**src/rtl/mem_ctrl_4x4.sv**
```systemverilog
// Single-port 4x4-bit memory controller: three-state access sequencer
// (IDLE -> ACCESS -> DONE) in front of four 4-bit storage words.
module mem_ctrl_4x4 (
    input  logic       clk,
    input  logic       reset,
    input  logic       req,
    input  logic       we,
    input  logic [1:0] addr,
    input  logic [3:0] wdata,
    input  logic       clear,
    output logic       ready,
    output logic [3:0] add_sel,
    output logic       rw,
    output logic [3:0] rdata,
    output logic       rvalid,
    output logic       done
);

    localparam logic [1:0] IDLE   = 2'd0;
    localparam logic [1:0] ACCESS = 2'd1;
    localparam logic [1:0] DONE   = 2'd2;

    logic [1:0] state;
    logic       cap_we;
    logic [1:0] cap_addr;
    logic [3:0] cap_wdata;
    logic [3:0] mem [4];

    // clear takes the idle slot, so a simultaneous req is refused
    assign ready = (state == IDLE) && !clear && !reset;

    always_ff @(posedge clk) begin
        if (reset) begin
            state     <= IDLE;
            cap_we    <= 1'b0;
            cap_addr  <= '0;
            cap_wdata <= '0;
            rdata     <= '0;
            for (int unsigned i = 0; i < 4; i++) begin
                mem[i] <= '0;
            end
        end else begin
            case (state)
                IDLE: begin
                    if (clear) begin
                        for (int unsigned i = 0; i < 4; i++) begin
                            mem[i] <= '0;
                        end
                    end else if (req) begin
                        cap_we    <= we;
                        cap_addr  <= addr;
                        cap_wdata <= wdata;
                        state     <= ACCESS;
                    end
                end
                ACCESS: begin
                    if (cap_we) begin
                        mem[cap_addr] <= cap_wdata;
                    end else begin
                        rdata <= mem[cap_addr];
                    end
                    state <= DONE;
                end
                DONE: begin
                    state <= IDLE;
                end
                default: begin
                    state <= IDLE;
                end
            endcase
        end
    end

    always_comb begin
        add_sel = '0;
        rw      = 1'b0;
        if (state == ACCESS) begin
            add_sel[cap_addr] = 1'b1;
            rw                = cap_we;
        end
    end

    assign done   = (state == DONE);
    assign rvalid = (state == DONE) && !cap_we;

endmodule
```
**config.mk**
```make
export PLATFORM = sky130hd
export DESIGN_NAME = mem_ctrl_4x4
export DESIGN_NICKNAME = d
export VERILOG_FILES = /design/src/rtl/mem_ctrl_4x4.sv
export SDC_FILE = /design/constraint.sdc
export NUM_CORES = 1
export LEC_CHECK = 0
export CORE_UTILIZATION = 50
export DETAILED_ROUTE_END_ITERATION = 8
export GPL_ROUTABILITY_DRIVEN = 0
export PLACE_DENSITY = 0.74
export SLEW_MARGIN = 30
export SYNTH_ARGS = -nofsm -noshare
export SYNTH_HDL_FRONTEND = slang
export SYNTH_SLANG_ARGS = --single-unit
```
**constraint.sdc**
```tcl
create_clock -name clk -period 2.3 [get_ports clk]
set_clock_uncertainty 0.1 [all_clocks]
set_input_delay 0.46 -clock clk [delete_from_list [all_inputs] [get_ports clk]]
set_output_delay 0.46 -clock clk [all_outputs]
set_load 0.01 [all_outputs]
```
**Word level (Yosys, flattened, before mapping)**

Memories as Yosys holds them, arrays and structs flattened. A register that Yosys moved wholly into a read port is not among the register bits.
Index checks and enable logic that the tools add are counted.

- Order comparisons: 2
- Eq/ne operators: 4
- Multiplexer cells: 24
- Bitwise gates (word level): 6
- Reduce and logical (&&, ||, !) cells: 12

Operators with widths:

| cell | number |
|---|---|
| $mux 4 | 6 |
| $mux 1 | 13 |
| $mux 2 | 3 |
| $logic_and 1x1->1 | 4 |
| $ne 2x2->1 const B | 2 |
| $or 1x1->1 | 4 |
| $pmux 2 s2 | 1 |
| $reduce_and 2->1 | 2 |
| $reduce_or 4->1 | 1 |
| $logic_not 1->1 | 3 |
| $lt 2x3->1 const B | 1 |
| $reduce_and 3->1 | 1 |
| $demux 1 s2 | 1 |
| $eq 2x1->1 const B | 1 |
| $eq 2x2->1 const B | 1 |
| $ge 2x1->1 const B | 1 |
| $logic_not 2->1 | 1 |
| $not 1->1 | 2 |

- Register bits: 9
- Memory bits (writable): 16
- Word-level logic and storage cells: 53
- Memories: 1

Memories:

| name | depth | bits a word | rd ports | clocked after memory_dff | wr ports | RTL line | source |
|---|---|---|---|---|---|---|---|
| mem | 4 | 4 | 1 | 1 | 4 | 27 | `logic [3:0] mem [4];` |

**Logic depth before layout (Yosys ltp)**

Gate-level depths: netlist of the first run.

- Depth in word-level cells: 6
- Depth in mapped cells: 5
- Depth with buffers taken out: 3

**Least setup slack after synthesis of the first run**

No wires, ideal clock.

- Path type: flip-flop to flip-flop
- From: register cap_addr[1]
- To: memory mem[0][0], enable pin
- Data arrival time: 1342 ps
- Setup slack: 496 ps
- Cell stages (with the launch flop): 4
- Period minus slack after synthesis: 1804 ps
- Path through: dfxtp_1 buf_6 or4b_4 o21ai_0

RTL lines:

| item | RTL line | source |
|---|---|---|
| start: declaration | 25 | `logic [1:0] cap_addr;` |
| start signal: assignment | 51 | `cap_addr <= addr;` |
| end: declaration | 27 |  |

**Final worst setup path of the first run**

- From: register cap_addr[0]
- To: output port add_sel[0]

- Word-level cells in the longest chain between the ends: 5
- Elaborated cells on any way between the ends: 6

RTL lines:

| item | RTL line | source |
|---|---|---|
| $lt 2x3->1 (not written as such) / $ge 2x1->1 (equally long branches) | 78 | `add_sel[cap_addr] = 1'b1;` |
| $logic_and 1x1->1 (not written as such) | 78 |  |
| $mux 1 (not written as such) | 78 |  |
| $demux 1 s2 (*) | 78 |  |
| $mux 4 (*) | 77 | `if (state == ACCESS) begin` |
| end: declaration | 12 | `output logic [3:0] add_sel,` |

Every way passes the cells marked *; elsewhere a longest branch is shown, timed or not.

==> impl_metrics.env, run 1 <==
export IMPL_fin_crit_sh_pct=97.20
export IMPL_routed_wire_length_per_instance_um=14.92
export IMPL_first_global_vias=806
export IMPL_placeableCoreArea_mm2=0.002455
export IMPL_cts_hold_fix_buffers=0
export IMPL_fmaxAchievable_ghz=0.4473
export IMPL_finish_net_count=147
export IMPL_grt_pass1_wl_um=3870
export IMPL_drive_above_1_share_pct=21.17
export IMPL_cts_max_level=2
export IMPL_grt_start_max_net_pins=15
export IMPL_wl_um=2492
export IMPL_yosysTopAreaCellShare_pct=37.21
export IMPL_relSlewSlack_pct=71.94
export IMPL_postPlaceCellArea_mm2=0.001584
export IMPL_cp_end_kind="output pin"
export IMPL_horiz_die_dim_um=52.82
export IMPL_ctsLongestPathBuffers=2
export IMPL_syn_to_final_growth_pct=27.62
export IMPL_number_of_flops_mapped_to_enable_cells_by_yosys=16
export IMPL_placedCellCount=159
export IMPL_final_hold_violation_count=0
export IMPL_io_pins=23
export IMPL_yosys_register_bits=29
export IMPL_place_port_buffers=22
export IMPL_layoutNonFillerInstCount=167
export IMPL_cts_buffers_inserted=5
export IMPL_average_cell_area_after_synthesis_um2=12.54
export IMPL_drtIter0Drc=11
export IMPL_floorplan_die_area_mm2=0.002790
export IMPL_yosysWarnings=0
export IMPL_ys_top_cells_by_count="17 x sky130_fd_sc_hd__and2_1, 16 x sky130_fd_sc_hd__edfxtp_1, 16 x sky130_fd_sc_hd__nor2_1, 13 x sky130_fd_sc_hd__dfxtp_1, 11 x sky130_fd_sc_hd__mux2i_1"
export IMPL_r2r_cells=3
export IMPL_crit_start="cap_addr[0]"
export IMPL_cap_violations=0
export IMPL_die_height_um=52.82
export IMPL_yosys_cell_count_top_type="sky130_fd_sc_hd__and2_1"
export IMPL_share_of_flip_flops_with_an_asynchronous_set_or_reset_after_synthesis_pct=0
export IMPL_reg_to_reg_start="cap_addr[1]"
export IMPL_placement_setup_worst_slack_ns=-0.02437
export IMPL_timing_hold_worst_path_depth=2
export IMPL_num_vias=884
export IMPL_post_synth_num_cell_types=24
export IMPL_cp_start_kind="flop"
export IMPL_synth_seq_area_share_pct=57.36
export IMPL_power_ir_vdd_worst_v=0.0004527
export IMPL_worstSetupPathDepth=3
export IMPL_grt_setup_unrepaired="false"
export IMPL_remaining_design_rule_violation_count=0
export IMPL_clk_transition_reported_paths_ns=0.09
export IMPL_crit_family="buffers and inverters"
export IMPL_cell_types_occupying_the_most_area_after_synthesis="sky130_fd_sc_hd__edfxtp_1 37%, sky130_fd_sc_hd__dfxtp_1 20%, sky130_fd_sc_hd__mux2i_1 8.5%"
export IMPL_cts_root_buffer="sky130_fd_sc_hd__clkbuf_4"
export IMPL_worst_slack_ns=0.06447
export IMPL_ys_dominant_reg_cell="sky130_fd_sc_hd__edfxtp_1"
export IMPL_worst_setup_path_endpoint="add_sel[0]"
export IMPL_post_route_min_period_ns=2.236
export IMPL_power_total_uw=959.0
export IMPL_tritoncts="done"
export IMPL_timing_hold_worst_start="rdata[1]"
export IMPL_critical_path_max_stage_delay_ns=0.56
export IMPL_num_rows=18
export IMPL_critical_path_buffers_and_inverters=1
export IMPL_worst_slew_pin_slew_ns=0.4191
export IMPL_diodes=0
export IMPL_synth_net_count=114
export IMPL_drt_pass1_iter_count=5
export IMPL_syn_cell_area_mm2=0.001291
export IMPL_drv_slew=0
export IMPL_grt_ovfl_total=0
export IMPL_static_leakage_power_nw=0.6076
export IMPL_numClockSinks=29
export IMPL_antenna_left=0
export IMPL_synthesis_instances=103
export IMPL_crit_reg2reg_capture="mem[1][0]"
export IMPL_critPathMaxFanout=7
export IMPL_setup_violations_final=0
export IMPL_status="complete, no violations"
export IMPL_required_ns=1.74
export IMPL_timing_hold_worst_class="reg -> reg"
export IMPL_crit_type="reg -> out"
export IMPL_start_util_pct=52.60
export IMPL_clkLatencyLatePin_ns=0.32
export IMPL_critical_path_arrival_ns=1.68
export IMPL_number_of_antenna_violations_at_the_first_check_in_global_routing=0
export IMPL_crit_path_cells="nand2b_2 -> nor3_1 -> clkdlybuf4s50_1"
export IMPL_layout_cell_area_non_filler_mm2=0.001648
export IMPL_detail_route_vias_per_cell=5.293
export IMPL_grt_usage_pct=20.74
export IMPL_post_synth_top_area_cell="sky130_fd_sc_hd__edfxtp_1"
export IMPL_power_per_cell_area_mw_per_mm2=582.0
export IMPL_cell_type_of_the_slowest_stage_on_the_worst_timing_path="sky130_fd_sc_hd__clkdlybuf4s50_1"
export IMPL_timing_reg2reg_setup_slack_ns=0.62
export IMPL_dpl_hpwl_um=1837
## where the power goes
group	switching (mW)	total, mW	internal (mW)
Combinational	0.0366	0.0946	0.0581
Sequential	0.0203	0.587	0.567
Clock	0.167	0.277	0.110
Total	0.224	0.959	0.735
## tightest hold or removal path: stages (launching register included)
cell                      delay (ns)
sky130_fd_sc_hd__dfxtp_1        0.34
sky130_fd_sc_hd__mux2i_1        0.06
sky130_fd_sc_hd__nor2_1         0.07
## cell usage in the layout, fill, tap and decap left out, drive strengths merged
master,instances
buf,9
and3b,1
a21oi,1
dlygate4sd2,1
nand2b,2
nand2,1
edfxtp,16
nor3b,2
nor4b,1
dfxtp,13
nor4,1
clkbuf,5
o21ai,4
nor2,18
clkdlybuf4s50,21
mux4,4
clkinv,3
nand4bb,1
and2,17
mux2i,11
nor2b,2
nor3,2
or4b,1
## cell families after synthesis
family | share of synthesized area [%]
simple gates | 22.67
flops | 57.36
mux | 15.50
compound gates | 1.938
buf+inv | 2.519
## worst min path at each step
stage | endpoint
after CTS | rdata[0]
after global routing | rdata[2]
after detailed placement | rdata[0]
after floorplan | cap_wdata[0]
final | rdata[1]
after global placement | rdata[2]
## state kept, by name, indices dropped and copies added (netlist names)
| register | cells |
|---|---|
| state | 2 |
| cap_wdata | 4 |
| cap_addr | 2 |
| mem | 16 |
| rdata | 4 |
| cap_we | 1 |
## metal layers
layer  routed length, um  share of wire [%]  track usage [%]
met3                 104                4.2            7.826
met4                  27                1.1            5.263
met2                1350                 54            35.02
met1                1010                 41            24.63
met5                   0                  0                0
## area by class of cell
| class | instances | area, um2 |
|---|---|---|
| well taps | 30 | 37.54 |
| fillers | 183 | 807.0 |
| flip-flops and latches | 29 | 753.2 |
| clock buffers | 5 | 37.54 |
| clock inverters | 3 | 12.51 |
| multi-input cells | 69 | 520.5 |
| repair buffers | 31 | 286.5 |
## per-stage QoR
| step | hold slack, ns | TNS (ns) | util (%) |
|---|---|---|---|
| 2_1_floorplan | 0.3941 | 0 | - |
| 3_3_place_gp | 0.3715 | -0.009800 | 64.53 |
| 3_5_place_dp | 0.3833 | -0.1137 | 64.53 |
| 4_1_cts | 0.4108 | 0 | 66.77 |
| 5_1_grt | 0.4303 | 0 | 67.13 |
| 6_report | 0.3991 | 0 | 67.13 |
## timing repair
action	in CTS	in global routing
pin swaps	0	0
hold endpoints to repair	0	0
gates resized for setup	5	4
endpoints found under the setup margin	6	4
buffers inserted	0	0
(Power assumes the default switching activity.)
==> run 2: changes to the inputs <==
- CELL_PAD_IN_SITES_DETAIL_PLACEMENT: not set -> 0
- CELL_PAD_IN_SITES_GLOBAL_PLACEMENT: not set -> 2
- CORE_UTILIZATION: 50 -> 34
- PLACE_DENSITY: 0.74 -> 0.75
==> run 2 against run 1 <==
Effect of this change:
- non-clock buffer count is 2 higher
- global-route usage is 7.1 points lower
- final area is 5.5% higher
- sequential power hardly changed
- total power is 24% higher
- critical endpoint unchanged
- combinational power is 2.6% higher
- utilization is 20 points lower
- setup slack better by 0.053 ns
- clock power is 83% higher
- worst hold slack worse by 0.0060 ns
- via count is 4.4% lower
- largest cell class unchanged
==> impl_metrics.env, run 2 (synthesis results as in run 1) <==
export IMPL_final_hold_violation_count=0
export IMPL_drive_above_1_share_pct=22.30
export IMPL_wl_um=2304
export IMPL_critPathMaxFanout=7
export IMPL_grt_start_max_net_pins=15
export IMPL_power_per_cell_area_mw_per_mm2=684.6
export IMPL_post_cts_setup_buffer_count=0
export IMPL_dr_max_layer_used="met4"
export IMPL_numClockSinks=29
export IMPL_timing_reg2reg_setup_slack_ns=0.55
export IMPL_antenna_left=0
export IMPL_num_vias=845
export IMPL_grt_usage_pct=13.64
export IMPL_tritoncts="done"
export IMPL_detailroute_wirelength_met3_um=93
export IMPL_die_height_um=63.63
export IMPL_fin_crit_sh_pct=94.91
export IMPL_postPlaceCellArea_mm2=0.001622
export IMPL_setup_violations_final=0
export IMPL_grt_pass1_wl_um=4077
export IMPL_cp_end_kind="output pin"
export IMPL_worst_slack_ns=0.1171
export IMPL_fmaxAchievable_ghz=0.4581
export IMPL_drt_pass1_iter_count=4
export IMPL_floorplan_die_area_mm2=0.004048
export IMPL_grt_ovfl_total=0
export IMPL_io_pins=23
export IMPL_power_ir_vdd_worst_v=0.0004327
export IMPL_reg_top3="mem (16), cap_wdata (4), rdata (4)"
export IMPL_largest_register_ff_count=16
export IMPL_diodes=0
export IMPL_detail_route_vias_per_cell=4.519
export IMPL_required_ns=1.74
export IMPL_layout_cells_most_common="sky130_fd_sc_hd__clkdlybuf4s50_1"
export IMPL_hold_worst_slack_ns=0.3931
export IMPL_seq_cell_area_um2=744.5
export IMPL_drtIter0Drc=12
export IMPL_dpl_hpwl_um=1824
export IMPL_cp_start_kind="flop"
export IMPL_routed_wl_met2_um=1128
export IMPL_crit_type="reg -> out"
export IMPL_layout_cell_area_non_filler_mm2=0.001739
export IMPL_horiz_die_dim_um=63.63
export IMPL_multi_input_area_um2=526.8
export IMPL_ctsLongestPathBuffers=2
export IMPL_timing_hold_worst_class="reg -> reg"
export IMPL_place_port_buffers=22
export IMPL_worst_slew_pin_slew_ns=0.4250
export IMPL_final_core_utilization_pct=47.51
export IMPL_remaining_design_rule_violation_count=0
export IMPL_first_global_vias=850
export IMPL_clk_transition_reported_paths_ns=0.06
export IMPL_drv_slew=0
export IMPL_clkLatencyLatePin_ns=0.28
export IMPL_routed_wire_length_per_instance_um=12.32
export IMPL_start_util_pct=35.27
export IMPL_placeableCoreArea_mm2=0.003661
export IMPL_critical_path_arrival_ns=1.62
export IMPL_cts_buffers_inserted=5
export IMPL_syn_to_final_growth_pct=34.69
export IMPL_power_total_mw=1.191
export IMPL_relSlewSlack_pct=71.54
export IMPL_regMostFlops="mem"
export IMPL_cts_hold_fix_buffers=0
export IMPL_finish_net_count=149
export IMPL_static_leakage_power_nw=0.6396
export IMPL_cap_violations=0
export IMPL_final_cell_mix="21 x sky130_fd_sc_hd__clkdlybuf4s50_1, 17 x sky130_fd_sc_hd__and2_1, 16 x sky130_fd_sc_hd__nor2_1, 16 x sky130_fd_sc_hd__edfxtp_1"
export IMPL_placement_setup_worst_slack_ns=-0.04855
export IMPL_met1_layer_wirelength_in_the_final_routing_um=1039
export IMPL_cts_root_buffer="sky130_fd_sc_hd__clkbuf_8"
export IMPL_post_route_min_period_ns=2.183
export IMPL_status="complete, no violations"
export IMPL_cts_max_level=2
export IMPL_number_of_antenna_violations_at_the_first_check_in_global_routing=0
export IMPL_grt_setup_unrepaired="false"
export IMPL_num_rows=22
export IMPL_n_fill_cell=346
run 2: cell count changes in the layout (fill, tap and decap cells not counted):
| cell | before | now |
|---|---|---|
| sky130_fd_sc_hd__clkbuf_1 | 0 | 1 |
| sky130_fd_sc_hd__dfxtp_1 | 9 | 10 |
| sky130_fd_sc_hd__nor4_2 | 0 | 1 |
| sky130_fd_sc_hd__clkbuf_4 | 5 | 0 |
| sky130_fd_sc_hd__clkbuf_8 | 0 | 5 |
| sky130_fd_sc_hd__dfxtp_2 | 1 | 3 |
| sky130_fd_sc_hd__clkinv_2 | 1 | 0 |
| sky130_fd_sc_hd__nor4_1 | 1 | 0 |
| sky130_fd_sc_hd__dfxtp_4 | 3 | 0 |
| sky130_fd_sc_hd__bufinv_16 | 0 | 1 |
| sky130_fd_sc_hd__clkinv_1 | 2 | 1 |
| sky130_fd_sc_hd__buf_4 | 9 | 11 |
run 2: area by class of cell:
cell class	count	share of cell area, %
timing repair buffer	33	17.34
clock buffer	6	4.173
sequential	29	42.81
clock inverter	2	1.942
tap	48	3.453
multi-input combinational	69	30.29
run 2: worst paths after layout:
kind	start	end	cells past startpoint
min reg2reg	rdata[2]	rdata[2]	2
max reg2reg	cap_addr[1]	mem[0][2]	4
max	cap_addr[0]	add_sel[0]	3
min	rdata[2]	rdata[2]	2
run 2: repair_timing:
item	CTS	global route
gates resized for setup	5	1
pin swaps	0	0
setup endpoints to repair	4	2
run 2: where the power goes:
group | internal (mW) | leakage [nW] | total [mW] | switching [mW]
clock | 0.319 | 0.0528 | 0.506 | 0.187
combinational | 0.0596 | 0.304 | 0.0971 | 0.0376
sequential | 0.570 | 0.283 | 0.587 | 0.0173
run 2: routing by layer:
| metal | GRT usage (%) | vias to the layer above |
|---|---|---|
| met1 | 15.89 | 393 |
| met4 | 5.966 | 0 |
| met2 | 21.94 | 16 |
| met3 | 5.435 | 5 |
| li1 | - | 431 |
| met5 | 0 | - |
run 2: critical path, stage by stage (launching register included):
cell and delay [ns]:
sky130_fd_sc_hd__dfxtp_2 0.38, sky130_fd_sc_hd__nand2b_2 0.25, sky130_fd_sc_hd__nor3_1 0.16, sky130_fd_sc_hd__clkdlybuf4s50_1 0.56
run 2: per-stage QoR:
stage | std cells | TNS, ns
after CTS | 187 | 0
after global placement | 179 | -0.004417
after detailed placement | 179 | -0.04855
after floorplan | 103 | 0
after global routing | 187 | 0
final | 187 | 0
==> run 3: changes to the inputs <==
--- a/constraint.sdc
+++ b/constraint.sdc
@@ -4,2 +4,2 @@
 set_output_delay 0.46 -clock clk [all_outputs]
-set_load 0.01 [all_outputs]
+set_load 0.02 [all_outputs]
==> run 3 against run 2 <==
Effect of this change:
- global-route usage grew 0.67 points
- utilization shrank 0.55 points
- setup slack better by 0.033 ns
- combinational power grew 5%
- sequential power barely moved
- critical path type unchanged
- largest cell class unchanged
==> impl_metrics.env, run 3 (synthesis results as in run 1) <==
export IMPL_multi_input_area_um2=518.0
export IMPL_diodes=0
export IMPL_cp_end_kind="output pin"
export IMPL_critical_path_arrival_ns=1.59
export IMPL_status="complete, no violations"
export IMPL_wl_um=2450
export IMPL_tritoncts="done"
export IMPL_fmaxAchievable_ghz=0.4652
export IMPL_drt_pass1_iter_count=4
export IMPL_cts_root_buffer="sky130_fd_sc_hd__clkbuf_8"
export IMPL_required_ns=1.74
export IMPL_dpl_hpwl_um=1891
export IMPL_cts_buffers_inserted=5
export IMPL_power_ir_vdd_worst_v=0.0003588
export IMPL_cts_hold_fix_buffers=0
export IMPL_detail_route_vias_per_cell=4.529
export IMPL_regMostFlops="mem"
export IMPL_ctsLongestPathBuffers=2
export IMPL_hold_worst_slack_ns=0.3942
export IMPL_critPathMaxFanout=4
export IMPL_grt_ovfl_total=0
export IMPL_start_util_pct=35.27
export IMPL_syn_to_final_growth_pct=33.14
export IMPL_n_fill_cell=344
export IMPL_number_of_antenna_violations_at_the_first_check_in_global_routing=0
export IMPL_routed_wire_length_per_instance_um=13.10
export IMPL_clkLatencyLatePin_ns=0.28
export IMPL_cp_start_kind="flop"
export IMPL_floorplan_die_area_mm2=0.004048
export IMPL_reg_top3="mem (16), cap_wdata (4), rdata (4)"
export IMPL_clk_transition_reported_paths_ns=0.06
export IMPL_antenna_left=0
export IMPL_cts_max_level=2
export IMPL_final_core_utilization_pct=46.96
export IMPL_final_cell_mix="18 x sky130_fd_sc_hd__clkdlybuf4s50_1, 17 x sky130_fd_sc_hd__and2_1, 16 x sky130_fd_sc_hd__nor2_1, 16 x sky130_fd_sc_hd__edfxtp_1"
export IMPL_finish_net_count=149
export IMPL_relSlewSlack_pct=71.32
export IMPL_numClockSinks=29
export IMPL_grt_usage_pct=14.31
export IMPL_fin_crit_sh_pct=93.46
export IMPL_postPlaceCellArea_mm2=0.001622
export IMPL_num_rows=22
export IMPL_largest_register_ff_count=16
export IMPL_drtIter0Drc=22
export IMPL_remaining_design_rule_violation_count=0
export IMPL_die_height_um=63.63
export IMPL_setup_violations_final=0
export IMPL_grt_pass1_wl_um=4167
export IMPL_static_leakage_power_nw=0.6836
export IMPL_post_route_min_period_ns=2.150
export IMPL_cap_violations=0
export IMPL_power_per_cell_area_mw_per_mm2=635.2
export IMPL_placeableCoreArea_mm2=0.003661
export IMPL_seq_cell_area_um2=745.7
export IMPL_drv_slew=0
export IMPL_crit_type="reg -> out"
export IMPL_horiz_die_dim_um=63.63
export IMPL_layout_cell_area_non_filler_mm2=0.001719
export IMPL_final_hold_violation_count=0
export IMPL_layout_cells_most_common="sky130_fd_sc_hd__clkdlybuf4s50_1"
export IMPL_grt_setup_unrepaired="false"
export IMPL_grt_start_max_net_pins=16
export IMPL_io_pins=23
export IMPL_timing_hold_worst_class="reg -> reg"
export IMPL_num_vias=847
export IMPL_drive_above_1_share_pct=21.58
export IMPL_worst_slew_pin_slew_ns=0.4283
export IMPL_place_port_buffers=22
export IMPL_first_global_vias=897
==> run 3: cell types whose count changed in the layout (fill, tap and decap cells not counted), sizes merged <==
cell | before | now
clkbuf | 6 | 5
clkinv | 1 | 2
clkinvlp | 0 | 1
bufinv | 1 | 0
dlymetal6s2s | 0 | 3
clkdlybuf4s50 | 21 | 18
==> run 3: where the power goes <==
group / leakage, nW / total, mW / internal [mW] / switching, mW
clock network: 0.0439 / 0.405 / 0.208 / 0.197
registers: 0.283 / 0.584 / 0.569 / 0.0156
logic: 0.357 / 0.102 / 0.0587 / 0.0434
==> run 3: final cells by class <==
| type | instances | share of cell area [%] |
|---|---|---|
| Multi-Input combinational cell | 69 | 30.13 |
| Sequential cell | 29 | 43.38 |
| Tap cell | 48 | 3.493 |
| Clock buffer | 5 | 4.003 |
| Clock inverter | 3 | 1.019 |
| Timing Repair Buffer | 33 | 17.98 |
==> run 3: final timing paths <==
path / start / slack [ns] / cells after the start / to
setup / recovery: cap_addr[0] / 0.15 / 3 / add_sel[1]
hold / removal: rdata[3] / 0.39 / 2 / rdata[3]
setup reg to reg: cap_addr[1] / 0.53 / 4 / mem[1][3]
hold reg to reg: rdata[3] / 0.39 / 2 / rdata[3]
==> run 3: stage by stage <==
| stage | power (mW) | worst slack, ns | TNS, ns | cells |
|---|---|---|---|---|
| floorplan | 0.6478 | 0.4595 | 0 | 103 |
| global placement | 0.6983 | -0.07565 | -0.07565 | 179 |
| detailed placement | 0.7012 | -0.1426 | -0.1613 | 179 |
| CTS | 1.103 | 0.03518 | 0 | 187 |
| global route | 1.140 | 0.05572 | 0 | 187 |
| finish | 1.092 | 0.1504 | 0 | 187 |
==> run 3: metal layers <==
layer	global-route usage [%]	up-vias	routed length, um
met1	15.71	396	1099
met2	23.27	14	1237
met3	5.978	4	72
met5	0	-	0
met4	7.670	0	41
li1	-	433	-
==> run 3: timing repair <==
| item | 4_1_cts | 5_1_grt |
|---|---|---|
| resized for setup | 3 | 4 |
| setup endpoints to repair | 3 | 3 |
| setup buffers | 0 | 0 |
==> run 3: worst max-delay path, stage by stage, from the launching register on <==
cell                              delay [ns]
sky130_fd_sc_hd__dfxtp_1                0.41
sky130_fd_sc_hd__nand2_1                0.12
sky130_fd_sc_hd__nor3_1                 0.15
sky130_fd_sc_hd__clkdlybuf4s50_1        0.62
